[src/rtl/rs_dep_station.sv]
// rs_dep_station
//   Reservation station for one functional unit of the out-of-order core.
//   Each entry holds an op payload and a dependency mask over every RS slot
//   of every FU (GW = RS_ENTRIES*NUM_FUS producers). Completion broadcasts
//   clear dependency bits. An entry requests issue once it is valid and has no
//   outstanding dependencies. An age matrix supplies an oldest-ready pick to
//   the FU arbiter. A grant on a requesting entry issues it and frees it.
//
// Ports
//   clk, rst        rising-edge clock, synchronous active-high reset
//   flush           discard every entry (mispredict)
//   disp_valid      dispatch request; disp_dep_mask / disp_payload describe the op
//   complete_mask   producers completing this cycle
//   grant           one-hot issue grant from the arbiter (0 = none)
//   free_entry_out  lowest free entry index (next dispatch target)
//   full_out        all entries valid
//   count_out       number of valid entries
//   reqs            per-entry ready request
//   oldest_sel      one-hot oldest requesting entry (0 if none)
//   issue_valid     grant hit a requesting entry this cycle
//   issue_idx       granted entry index (0 when issue_valid=0)
//   issue_payload   granted entry payload (0 when issue_valid=0)
module rs_dep_station #(
  parameter  int RS_ENTRIES = 4,
  parameter  int NUM_FUS    = 3,
  parameter  int PAYLOAD_W  = 32,
  localparam int GW         = RS_ENTRIES * NUM_FUS,
  localparam int IDX_W      = $clog2(RS_ENTRIES)
) (
  input  logic                  clk,
  input  logic                  rst,
  input  logic                  flush,
  input  logic                  disp_valid,
  input  logic [GW-1:0]         disp_dep_mask,
  input  logic [PAYLOAD_W-1:0]  disp_payload,
  input  logic [GW-1:0]         complete_mask,
  input  logic [RS_ENTRIES-1:0] grant,
  output logic [IDX_W-1:0]      free_entry_out,
  output logic                  full_out,
  output logic [IDX_W:0]        count_out,
  output logic [RS_ENTRIES-1:0] reqs,
  output logic [RS_ENTRIES-1:0] oldest_sel,
  output logic                  issue_valid,
  output logic [IDX_W-1:0]      issue_idx,
  output logic [PAYLOAD_W-1:0]  issue_payload
);

  // Entry state. older_q[i][j] = 1 when entry i was dispatched before entry j.
  logic [RS_ENTRIES-1:0] valid_q, valid_d;
  logic [GW-1:0]         dep_q   [RS_ENTRIES];
  logic [GW-1:0]         dep_d   [RS_ENTRIES];
  logic [PAYLOAD_W-1:0]  pay_q   [RS_ENTRIES];
  logic [PAYLOAD_W-1:0]  pay_d   [RS_ENTRIES];
  logic [RS_ENTRIES-1:0] older_q [RS_ENTRIES];
  logic [RS_ENTRIES-1:0] older_d [RS_ENTRIES];

  logic [RS_ENTRIES-1:0] grant_hit;
  logic                  disp_acc;
  logic                  issue_fire;

  // Occupancy: free slot, full flag and population count from pre-edge valid bits.
  always_comb begin
    free_entry_out = '0;
    count_out      = '0;
    full_out       = &valid_q;
    // Scan downward so the lowest free index is the last one written.
    for (int i = RS_ENTRIES - 1; i >= 0; i--) begin
      if (!valid_q[i]) free_entry_out = IDX_W'(i);
    end
    for (int i = 0; i < RS_ENTRIES; i++) begin
      count_out = count_out + {{IDX_W{1'b0}}, valid_q[i]};
    end
  end

  // Ready requests and oldest-ready selection.
  always_comb begin
    reqs       = '0;
    oldest_sel = '0;
    for (int i = 0; i < RS_ENTRIES; i++) begin
      reqs[i] = valid_q[i] && (dep_q[i] == '0);
    end
    for (int i = 0; i < RS_ENTRIES; i++) begin
      oldest_sel[i] = reqs[i];
      for (int j = 0; j < RS_ENTRIES; j++) begin
        if (j != i && reqs[j] && older_q[j][i]) oldest_sel[i] = 1'b0;
      end
    end
  end

  // Issue: only a grant landing on a requesting entry counts. Should the
  // arbiter ever present more than one bit, the lowest hit wins so that
  // exactly one entry is freed.
  always_comb begin
    grant_hit     = grant & reqs;
    issue_valid   = |grant_hit;
    issue_idx     = '0;
    issue_payload = '0;
    for (int i = RS_ENTRIES - 1; i >= 0; i--) begin
      if (grant_hit[i]) begin
        issue_idx     = IDX_W'(i);
        issue_payload = pay_q[i];
      end
    end
  end

  assign disp_acc   = disp_valid && !full_out && !flush;
  assign issue_fire = issue_valid && !flush;

  // Next-state: wakeup on every entry, then issue and dispatch, flush on top.
  always_comb begin
    valid_d = valid_q;
    for (int i = 0; i < RS_ENTRIES; i++) begin
      dep_d[i]   = dep_q[i] & ~complete_mask;
      pay_d[i]   = pay_q[i];
      older_d[i] = older_q[i];
    end

    if (issue_fire) begin
      valid_d[issue_idx] = 1'b0;
      older_d[issue_idx] = '0;
      for (int j = 0; j < RS_ENTRIES; j++) begin
        older_d[j][issue_idx] = 1'b0;
      end
    end

    // The dispatch target is always an invalid slot, so it never collides
    // with the issuing entry.
    if (disp_acc) begin
      valid_d[free_entry_out] = 1'b1;
      dep_d[free_entry_out]   = disp_dep_mask & ~complete_mask;
      pay_d[free_entry_out]   = disp_payload;
      older_d[free_entry_out] = '0;
      for (int j = 0; j < RS_ENTRIES; j++) begin
        older_d[j][free_entry_out] = valid_q[j]
                                     && !(issue_fire && (j == int'(issue_idx)))
                                     && (j != int'(free_entry_out));
      end
    end

    if (flush) begin
      valid_d = '0;
      for (int i = 0; i < RS_ENTRIES; i++) begin
        older_d[i] = '0;
      end
    end
  end

  always_ff @(posedge clk) begin
    if (rst) begin
      valid_q <= '0;
      for (int i = 0; i < RS_ENTRIES; i++) begin
        dep_q[i]   <= '0;
        older_q[i] <= '0;
      end
    end else begin
      valid_q <= valid_d;
      for (int i = 0; i < RS_ENTRIES; i++) begin
        dep_q[i]   <= dep_d[i];
        older_q[i] <= older_d[i];
      end
    end
  end

  // Payload is pure data and is only meaningful while the entry is valid.
  always_ff @(posedge clk) begin
    for (int i = 0; i < RS_ENTRIES; i++) begin
      pay_q[i] <= pay_d[i];
    end
  end

endmodule

[config.mk]
export PLATFORM = sky130hd
export DESIGN_NAME = rs_dep_station
export DESIGN_NICKNAME = d
export VERILOG_FILES = /design/src/rtl/rs_dep_station.sv
export SDC_FILE = /design/constraint.sdc
export NUM_CORES = 1
export LEC_CHECK = 0
export ABC_AREA = 1
export BUFFER_PORTS_ARGS = -buffer_cell sky130_fd_sc_hd__buf_4
export CELL_PAD_IN_SITES_DETAIL_PLACEMENT = 0
export CELL_PAD_IN_SITES_GLOBAL_PLACEMENT = 1
export CORE_MARGIN = 2
export CORE_UTILIZATION = 49
export DETAILED_ROUTE_END_ITERATION = 7
export PLACE_DENSITY = 0.83
export SKIP_CTS_REPAIR_TIMING = 1
export SLEW_MARGIN = 5
export SYNTH_ARGS = -nofsm -noshare
export SYNTH_HDL_FRONTEND = slang
export SYNTH_SLANG_ARGS = --single-unit
[constraint.sdc]
create_clock -name clk -period 4.4 [get_ports clk]
set_input_delay 0.66 -clock clk [delete_from_list [all_inputs] [get_ports clk]]
set_output_delay 0.66 -clock clk [all_outputs]
set_load 0.05 [all_outputs]
[Word-level counts from Yosys, hierarchy flattened]
Memory sizes are Yosys's and may differ from the RTL's.
Cells that the tools add are included.
Storage, ports and cells
  register bits: 4
  memory bits (writable): 192
  input bits: 64
  output and inout bits: 49
  word-level logic and storage cells: 159
  memories: 3
Operators by class
  add/sub/neg operators: 3
  order comparisons: 8
  equal/unequal tests: 6
  multiplexer cells: 60
  bitwise logic cells: 28
  reductions and logical operators: 50
Memories
  pay_q: depth 4, bits a word 32, rd ports 4, clocked after memory_dff 0, write ports 4, RTL line 52  | logic [PAYLOAD_W-1:0] pay_q [RS_ENTRIES];
  dep_q: depth 4, bits a word 12, rd ports 4, clocked after memory_dff 0, write ports 4, RTL line 50  | logic [GW-1:0] dep_q [RS_ENTRIES];
  older_q: depth 4, bits a word 4, rd ports 4, clocked after memory_dff 0, write ports 4, RTL line 54  | logic [RS_ENTRIES-1:0] older_q [RS_ENTRIES];
Operator list (number)
  32-bit two-way mux: 5
  128-bit bitwise mux: 1
  128-bit two-way mux: 1
  32-bit demux with 2-bit select: 1
  12-bit bitwise AND: 5
  12-bit two-way mux: 5
  48-bit bitwise mux: 1
  12-bit zero test: 4
  16-bit two-way mux: 3
  48-bit two-way mux: 1
  1-bit logical AND: 35
  16-bit bitwise AND: 2
  4-bit two-way mux: 8
  16-bit NOT: 2
  4-bit bitwise AND: 6
  12-bit demux with 2-bit select: 1
  1-bit two-way mux: 17
  4-bit bitwise mux: 4
  4-bit demux with 2-bit select: 2
  2-bit two-way mux: 8
  12-bit NOT: 1
  1-bit OR: 8
  3-bit greater-or-equal comparator, second input constant: 2
  1-bit zero test: 6
  19 further kinds: 26

[Longest topological paths before layout]
Gate-level depths: netlist of run 1.
  word-level depth: 21
  gate-level depth with buffers: 12
  gate-level depth less buffers: 12

[Least setup slack after synthesis of run 1]
Ideal clock, no wire load.
  path type: flip-flop to output port
  from: register valid_q[1]
  to: output oldest_sel[1]
  arrival time: 2.515 ns
  data required time: 3.740 ns
  setup slack: 1.225 ns
  stages on the path, launching flop included: 8
  buffers on the path: 1
  cell sequence: dfxtp_1 > buf_4 > nand3_2 > nor2_2 > nand2_1 > inv_1 > o21ai_0 > a221oi_1
On the way
  word-level cells in the longest chain between the ends: 4
Ends and longest elaborated chain
  from (decl): RTL line 49  | logic [RS_ENTRIES-1:0] valid_q, valid_d;
  from (signal assigned): RTL line 156  | valid_q <= valid_d;
  1-bit logical AND: RTL line 80  | reqs[i] = valid_q[i] && (dep_q[i] == '0);
  named net reqs[1]: RTL line 41  | output logic [RS_ENTRIES-1:0] reqs,
  1-bit two-way mux (3 in series): RTL line 85  | if (j != i && reqs[j] && older_q[j][i]) oldest_sel[i] = 1'b0;
  to (decl): RTL line 42  | output logic [RS_ENTRIES-1:0] oldest_sel,
The timed path passes the listed nets, and every way through them passes these cells.

[Worst setup path in the final report of run 1]
  from: register valid_q[1]
  to: output issue_payload[31]
On the way
  word-level cells in the longest chain between the ends: 4
Ends and longest elaborated chain
  1-bit logical AND: RTL line 80
  4-bit bitwise AND: RTL line 94  | grant_hit = grant & reqs;
  32-bit two-way mux (2 in series): RTL line 99  | if (grant_hit[i]) begin
  to (decl): RTL line 45  | output logic [PAYLOAD_W-1:0] issue_payload
No other way between the ends.

==> summary.txt, run 1 <==
Max Root-Sink Buffers - 2
Crit Path Class - flip-flop to output pin
nets - 946
worst-path fanout max - 36
Via-to-Cell Ratio - 5.51
layout cell share with drive strength beyond 1 - 24.5%
sequential cell area - 5120 um2
Final Slew Violations - 0
Net Switching - 0.000755 W
clk sinks - 192
Final Setup Violations - 0
Sw Ratio - 20.0%
placeable core region - 16,600 um2
multi-input logic area - 2620 um2
commonest non-fill, non-tap cell in the layout - edfxtp_1
max-cap violations - 0
synth warn - 0
clk_skew - 0.00822 ns
CTS tree - yes
grt total ovfl - 0
initial antenna violation count - 0
largest net degree at the start of global routing - 61
combinational share of power - 4.7%
Post-Syn Area - 8290 um2
Seq pwr share - 51.8%
status - complete, no violations
Post-DP HPWL - 12,600 um
syn avg cell area - 10.7 um2
Clock Latency Late Sink - 0.42 ns
routability cong. - 0.828
maximum VDD drop - 0.305 mV
RSZ-0062 raised after global routing - no
Yosys cell types - 34
Num CTS Buffers - 17
Util after Layout - 59.3%
Hold/Removal Path Class - input pin to flip-flop
Final min period - 3.80 ns
setup_tns - 0 ns
Cell Rows - 47
Max Clk Rate - 263 MHz
Worst setup SP type - flip-flop
WL final - 19,900 um
Die Y - 134 um
crit-path max cell delay - 0.63 ns
Clock transition at path regs - 0.06 ns
port bufs - 112
most frequent cells in the layout - 128 x edfxtp_1, 117 x buf_4, 100 x nor2_1
Antenna diodes - 0
leakage - 3.68 nW
drt drc - 0
first-pass detailed-route iteration total - 5
IO Pins - 113
Clock power frac - 43.5%
Critical Path RT - 3.74 ns
Syn Nets - 845
initial DRC count - 445
Synth Instances - 777
Die Wd - 134 um
internal power - 0.00302 W
remaining antenna violation count - 0
routed vias - 6,118
H-tree depth - 4
Tcrit/Tclk final - 86.3%
#FFs+latches synth - 192
register area share after synthesis - 61.8%
first-pass GRT wire length - 31,100 um
vias in the first global route - 5,966
slew margin rel. - 45.2%
GRT Overall Usage - 22.6%
CP Data Arrival Time - 3.14 ns
die area - 18,000 um2
Worst path slowest cell - nand2_4
clock root cell - clkbuf_16
Final Hold Fails - 0
worst-margin pin slew - 0.821 ns
fill count - 1,398
initial core utilization - 50.0%
CP Capture Type - output pin
Area Overhead vs Synth - 18.5%
PwrDens - 384 nW/um2
routed length per placed instance - 17.9 um
CP Cell Sequence - nand3_2, nor2_2, nand3_4, nand2_4, a21oi_1, a211oi_1, buf_4
## Yosys cell counts
library cell	instances	area, um2
a221oi_1	1	8.76
nand3_2	3	30.0
nand4_1	4	25.0
inv_6	1	8.76
buf_4	9	67.6
dfxtp_1	64	1280
buf_6	9	101
o22ai_1	1	6.26
edfxtp_1	128	3840
ha_1	3	37.5
nand3_1	20	100
a211oi_1	21	158
inv_1	70	263
nor2_1	100	375
nand2_4	3	33.8
buf_12	1	20.0
buf_2	4	20.0
nand3b_1	2	15.0
fa_1	1	20.0
clkinv_1	1	3.75
a211oi_2	30	375
nor2_4	2	22.5
nor2_2	7	43.8
nor3_1	33	165
o21ai_0	36	180
a21oi_1	98	490
inv_2	6	22.5
clkbuf_1	12	45.0
nand2_1	84	315
a21oi_4	1	16.3
nand3_4	4	70.1
clkinv_2	1	5.00
nand2_2	16	100
nor2_8	1	20.0
## cells by family after synthesis
kind of cell    count (synthesis)  synth area share [%]
simple gates                  279                  15.9
compound gates                188                  14.9
buf+inv                       114                  6.72
flops                         192                  61.8
fa+ha+maj                       4                 0.694
## per-layer routing
metal  share of wire (%)  GRT usage (%)
met3                 6.2           4.23
met4                 2.2           8.60
met1                  43           29.4
met2                  49           38.0
met5                   0              0
## final timing paths
check                           slack (ns)                        to                    from  cells after the start
worst max-delay path                  0.60         issue_payload[31]   valid_q[1]$_SDFF_PP0_                      7
worst min-delay path                  0.43    pay_q[1][20]$_DFFE_PP_        disp_payload[20]                      1
worst max register to register        1.74  older_q[2][0]$_SDFF_PP0_   valid_q[1]$_SDFF_PP0_                      8
worst min register to register        0.48    dep_q[2][2]$_SDFF_PP0_  dep_q[2][2]$_SDFF_PP0_                      2
## registers in the layout, summed over array words and instances (netlist names)
signal   count
valid_q      4
dep_q       48
older_q     12
pay_q      128
## metrics by stage
step                power (W)  worst slack (ns)  area (um2)  instances  hold WS (ns)
global placement      0.00217              1.11        9200       1079         0.461
CTS                   0.00379             0.629        9830       1110         0.423
detailed placement    0.00217              1.08        9200       1079         0.464
floorplan             0.00208              1.22        8290        777         0.448
global route          0.00388             0.440        9830       1110         0.423
finish                0.00377             0.601        9830       1110         0.435
## power groups by stage
stage / Sequential (W) / Clock (W) / Combinational (W)
6_report: 0.00195 / 0.00164 / 0.000178
5_1_grt: 0.00195 / 0.00173 / 0.000195
4_1_cts: 0.00195 / 0.00166 / 0.000178
3_5_place_dp: 0.00199 / 0 / 0.000177
3_3_place_gp: 0.00199 / 0 / 0.000173
2_1_floorplan: 0.00199 / 0 / 0.0000869
## critical path: cells and delay by family, from the launching register on
family / cells / cell delay (ns)
compound gates: 2 / 0.43
buf+inv: 1 / 0.26
flops: 1 / 0.61
simple gates: 4 / 1.39
## area by class of cell
class	count	area share [%]
multi-input combinational	471	26.6
timing repair buffer	117	8.94
clock buffer	22	4.52
tap	220	2.80
clock inverter	9	1.86
inverter	79	3.08
sequential	192	52.2
Note: power is estimated with default switching activity, not from simulation.
==> inputs of run 2 (changes only) <==
--- a/config.mk
+++ b/config.mk
@@ -5,14 +5,13 @@
 export SDC_FILE = /design/constraint.sdc
 export NUM_CORES = 1
 export LEC_CHECK = 0
-export ABC_AREA = 1
 export BUFFER_PORTS_ARGS = -buffer_cell sky130_fd_sc_hd__buf_4
 export CELL_PAD_IN_SITES_DETAIL_PLACEMENT = 0
 export CELL_PAD_IN_SITES_GLOBAL_PLACEMENT = 1
 export CORE_MARGIN = 2
-export CORE_UTILIZATION = 49
+export CORE_UTILIZATION = 50
 export DETAILED_ROUTE_END_ITERATION = 7
-export PLACE_DENSITY = 0.83
+export PLACE_DENSITY = 0.82
 export SKIP_CTS_REPAIR_TIMING = 1
 export SLEW_MARGIN = 5
 export SYNTH_ARGS = -nofsm -noshare
==> summary.txt, run 2 <==
max-cap violations - 0
RSZ-0062 raised after global routing - no
Final Slew Violations - 0
Critical Path RT - 3.74 ns
worst-path fanout max - 21
reg2reg start - valid_q[0]$_SDFF_PP0_
Clock transition at path regs - 0.07 ns
Antenna diodes - 0
biggest area consumer among synthesized cells - edfxtp_1
largest net degree at the start of global routing - 51
first-pass GRT wire length - 27,800 um
setup_tns - 0 ns
Final min period - 3.61 ns
fill count - 1,171
Syn Nets - 640
Die Y - 130 um
initial antenna violation count - 0
WL final - 18,000 um
Synth async-reset ratio - 0%
Post-Syn Area - 7900 um2
Clock Latency Late Sink - 0.42 ns
Crit Path Class - flip-flop to output pin
Hold/Removal Path Class - input pin to flip-flop
Yosys cell types - 50
Area Overhead vs Synth - 21.3%
most instantiated library cell after synthesis - edfxtp_1
remaining antenna violation count - 0
top cell type's share of synthesized area - 48.6%
max FFs per register - 128
maximum VDD drop - 0.272 mV
WHS - 0.426 ns
placeable core region - 15,300 um2
Max Root-Sink Buffers - 2
clk_skew - 0.00945 ns
Final Setup Violations - 0
dpl ws - 1.04 ns
top cells by count, synth - 128 x edfxtp_1, 64 x dfxtp_1, 51 x nor3_1, 49 x nand2_1, 48 x mux2i_1
H-tree depth - 4
Num CTS Buffers - 17
Max Clk Rate - 277 MHz
drt drc - 0
first-pass detailed-route iteration total - 4
die area - 16,800 um2
port bufs - 112
initial DRC count - 261
CP Cell Sequence - nor4_1, nand4_1, nand2_2, buf_4, a221oi_2, a21oi_2, buf_4
clock root cell - clkbuf_16
most used cell, CP - buf_4
most frequent cells in the layout - 128 x edfxtp_1, 123 x buf_4, 64 x dfxtp_1
Worst setup SP type - flip-flop
routed vias - 5,165
status - complete, no violations
worst setup margin - 0.786 ns
layout cell share with drive strength beyond 1 - 33.5%
Final Hold Fails - 0
syn avg cell area - 13.8 um2
clk sinks - 192
slew margin rel. - 49.5%
grt total ovfl - 0
Die Wd - 130 um
nets - 750
Worst path slowest cell - nor4_1
RR Endpoint - dep_q[3][2]$_SDFF_PP0_
CP startpoint - dep_q[1][4]$_SDFF_PP0_
IO Pins - 113
Synth Instances - 572
delay-heaviest family, CP - simple AND/OR/NAND/NOR gates
top flop regs - pay_q x128, dep_q x48, older_q x12
synth warn - 0
worst-case reg-to-reg path depth - 5
routability cong. - 0.848
synth top area cells - edfxtp_1 49%, dfxtp_1 16%, mux2i_1 6.1%
buffers and inverters on the worst path - 2
CP Data Arrival Time - 2.95 ns
Reg2Reg Setup Slack - 1.81 ns
CP Capture Type - output pin
worst-margin pin slew - 0.756 ns
GRT Overall Usage - 21.9%
commonest non-fill, non-tap cell in the layout - edfxtp_1
Via-to-Cell Ratio - 5.70
register area share after synthesis - 64.9%
routed length per placed instance - 19.9 um
vias in the first global route - 5,107
CP Depth - 7
crit-path max cell delay - 0.59 ns
CTS tree - yes
Top FF cell, synth - edfxtp_1
Tcrit/Tclk final - 82.1%
Cell Rows - 45
Post-DP HPWL - 11,800 um
#FFs+latches synth - 192
Setup crit end - issue_payload[21]
largest register by flop count - pay_q
Post-synth EDFFs - 128
initial core utilization - 51.6%
PwrDens - 395 nW/um2
leakage - 3.41 nW
-- run 2: cell types whose count changed after synthesis, sizes merged, moves of 7 or more --
cell,delta
a211oi,-48
a21oi,-57
a221oi,+31
a22o,+7
inv,-70
mux2i,+48
nand2,-54
nand3,-23
nor2,-95
nor3,+18
-- run 2: area by class of cell --
class	count	area [um2]	area share (%)
Clock buffer	17	425	4.44
Clock inverter	15	215	2.24
Inverter	7	26.3	0.274
Multi-Input combinational cell	339	2570	26.8
Sequential cell	192	5120	53.5
Tap cell	211	264	2.75
Timing Repair Buffer	125	963	10.0
-- run 2: worst register-to-register path, stage by stage (launching register included) --
cell and delay (ns):
dfxtp_1 0.58, nand4_1 0.45, nor2_4 0.73, buf_4 0.40, mux2i_1 0.24, nor3_1 0.06
-- run 2: report_power, final --
part	leakage, nW	total, W	internal [W]	switching, W
logic	1.43	0.000192	0.0000727	0.000120
registers	1.68	0.00195	0.00194	0.00000657
clock network	0.302	0.00165	0.00100	0.000641
-- run 2: layer usage --
metal  GRT usage [%]  up-vias  share of wire (%)  routed length [um]
met4            7.27        0                1.3                 237
met5               0        -                  0                   0
met3            3.85       24                5.3                 958
met2            36.8      164                 50                8980
met1            29.0     2541                 44                7860
li1                -     2436                  -                   -
-- run 2: worst min path at each step --
stage | slack, ns | start | endpoint | cells after the start
finish | 0.43 | complete_mask[2] | dep_q[0][2]$_SDFF_PP0_ | 2
global route | 0.42 | complete_mask[1] | dep_q[2][1]$_SDFF_PP0_ | 2
CTS | 0.41 | complete_mask[2] | dep_q[0][2]$_SDFF_PP0_ | 2
detailed placement | 0.46 | older_q[2][1]$_SDFF_PP0_ | older_q[2][1]$_SDFF_PP0_ | 1
global placement | 0.45 | older_q[2][1]$_SDFF_PP0_ | older_q[2][1]$_SDFF_PP0_ | 1
floorplan | 0.44 | older_q[0][1]$_SDFF_PP0_ | older_q[0][1]$_SDFF_PP0_ | 1
-- run 2: metrics by stage --
step	utilization (%)	power, W	cell area (um2)	instances
final	62.6	0.00379	9590	906
after global routing	62.6	0.00389	9590	906
after detailed placement	58.4	0.00218	8950	874
after global placement	58.4	0.00218	8950	874
after floorplan	-	0.00208	7900	572
after CTS	62.6	0.00381	9590	906
-- run 2: cell families (layout without fill, tap and decap cells) --
logic type | after synthesis | count (layout) | share of synthesized area, %
fa+ha+maj | 4 | 4 | 0.728
mux | 48 | 48 | 6.08
compound gates | 132 | 132 | 14.8
flops | 192 | 192 | 64.9
buf+inv | 41 | 164 | 2.96
simple gates | 155 | 155 | 10.6
==> inputs of run 3 (changes only) <==
--- a/config.mk
+++ b/config.mk
@@ -9,9 +9,9 @@
 export CELL_PAD_IN_SITES_DETAIL_PLACEMENT = 0
 export CELL_PAD_IN_SITES_GLOBAL_PLACEMENT = 1
 export CORE_MARGIN = 2
-export CORE_UTILIZATION = 50
+export CORE_UTILIZATION = 42
 export DETAILED_ROUTE_END_ITERATION = 7
-export PLACE_DENSITY = 0.82
+export PLACE_DENSITY = 0.73
 export SKIP_CTS_REPAIR_TIMING = 1
 export SLEW_MARGIN = 5
 export SYNTH_ARGS = -nofsm -noshare
==> constraint.sdc (replaced) <==
create_clock -name clk -period 2.9 [get_ports clk]
set_input_delay 0.435 -clock clk [delete_from_list [all_inputs] [get_ports clk]]
set_output_delay 0.435 -clock clk [all_outputs]
set_load 0.05 [all_outputs]
==> summary.txt, run 3 (synthesis results as in run 2) <==
largest net degree at the start of global routing - 51
clk_skew - 0.0132 ns
Antenna diodes - 0
RR Endpoint - older_q[2][0]$_SDFF_PP0_
H-tree depth - 4
worst setup margin - -0.0366 ns
Max Clk Rate - 341 MHz
placeable core region - 18,600 um2
port bufs - 112
Via-to-Cell Ratio - 5.63
hold path endpoint - dep_q[0][2]$_SDFF_PP0_
top flop regs - pay_q x128, dep_q x48, older_q x12
most frequent cells in the layout - 128 x edfxtp_1, 99 x buf_4, 61 x dfxtp_1
CP Data Arrival Time - 2.50 ns
routed length per placed instance - 20.8 um
clock root cell - clkbuf_16
GRT Overall Usage - 20.0%
Hold Crit Depth - 2
GR Util met2 - 32.9%
DP Area - 9070 um2
status - finished with violations
vias in the first global route - 5,305
Clock Latency Late Sink - 0.43 ns
Area Overhead vs Synth - 25.4%
worst-margin pin slew - 0.531 ns
multi-input logic area - 2630 um2
initial core utilization - 42.5%
failing checks - negative setup slack
remaining antenna violation count - 0
reg2reg start - dep_q[1][0]$_SDFF_PP0_
Crit Path Class - flip-flop to output pin
Post-DP HPWL - 12,200 um
Cell Rows - 50
drt drc - 0
Critical Path RT - 2.47 ns
Final Hold Fails - 0
Tcrit/Tclk final - 101%
CTS tree - yes
WL final - 19,600 um
Clock transition at path regs - 0.07 ns
RSZ-0062 raised after global routing - yes
leakage - 3.56 nW
CP Capture Type - output pin
Final Slew Violations - 0
Die Wd - 141 um
Worst setup SP type - flip-flop
Most Crowded Layer GR - met2
largest register by flop count - pay_q
maximum VDD drop - 0.405 mV
Die Y - 141 um
first-pass detailed-route iteration total - 5
worst-case reg-to-reg path depth - 6
PwrDens - 556 nW/um2
max FFs per register - 128
initial DRC count - 327
dpl ws - 0.316 ns
initial antenna violation count - 0
first-pass GRT wire length - 30,000 um
commonest non-fill, non-tap cell in the layout - edfxtp_1
routability cong. - 0.799
clk sinks - 192
sequential cell area - 5130 um2
layout cell share with drive strength beyond 1 - 36.0%
Final min period - 2.94 ns
Reg2Reg Setup Slack - 0.83 ns
Max Root-Sink Buffers - 2
IO Pins - 113
Num CTS Buffers - 17
grt total ovfl - 0
Finished Cell Area - 9910 um2
Hold/Removal Path Class - input pin to flip-flop
slew margin rel. - 64.6%
worst-path fanout max - 7
routed vias - 5,307
die area - 19,900 um2
max-cap violations - 0
nets - 763
met3 GRT Util - 4.28%
Hold Crit Start - complete_mask[2]
Final Setup Violations - 14
M1 GR Usage - 26.7%
fill count - 1,600
==> run 3: changes by cell type in the layout (fill, tap and decap cells not counted), sizes merged <==
cell / change
clkinvlp: -3
clkbuf: +5
clkinv: -1
bufinv: -4
inv: +5
buf: +11
==> run 3: cell type report <==
class                      count  area share, %
sequential                   192           51.8
multi-input combinational    339           26.6
clock buffer                  20           4.82
inverter                       7          0.265
tap                          234           2.95
clock inverter                12          0.909
timing repair buffer         138           12.7
==> run 3: critical path, cell delays in order, from the launching register on <==
cell and delay (ns):
dfxtp_2 0.32, or4_4 0.56, nor4_4 0.29, and2_4 0.28, buf_12 0.17, a221oi_2 0.06, a21oi_2 0.19, buf_6 0.19
==> run 3: routing by layer <==
metal  wire length (um)  part of all wire, %
met4                277                  1.4
met2               9290                   47
met3                935                  4.8
met1               9090                   46
met5                  0                    0
==> run 3: report_power, final <==
| group | switching [W] | leakage (nW) | internal [W] | total, W |
|---|---|---|---|---|
| Sequential | 0.00000967 | 1.68 | 0.00295 | 0.00296 |
| Clock | 0.000974 | 0.299 | 0.00127 | 0.00224 |
| Combinational | 0.000189 | 1.58 | 0.000123 | 0.000313 |
| Total | 0.00117 | 3.56 | 0.00434 | 0.00551 |
==> run 3: through the flow <==
stage                     std cells  hold WS (ns)  util, %  TNS, ns  total power, W
after CTS                       936         0.173     51.9    -3.79         0.00555
after global placement          904         0.448     48.8        0         0.00331
after detailed placement        904         0.463     48.8        0         0.00332
final                           942         0.188     53.3   -0.211         0.00551
after floorplan                 572         0.437        -        0         0.00315
after global routing            942         0.171     53.3    -2.57         0.00569
==> run 3: how the worst max path moves through the flow <==
stage	cells past startpoint	slack, ns	from	endpoint
after detailed placement	7	0.32	valid_q[3]$_SDFF_PP0_	issue_payload[21]
final	7	-0.04	dep_q[3][10]$_SDFF_PP0_	issue_payload[27]
after global placement	7	0.36	dep_q[3][4]$_SDFF_PP0_	issue_payload[27]
after global routing	7	-0.12	dep_q[3][10]$_SDFF_PP0_	issue_payload[31]
after CTS	7	-0.16	valid_q[3]$_SDFF_PP0_	issue_payload[7]
after floorplan	4	0.05	dep_q[1][0]$_SDFF_PP0_	oldest_sel[1]
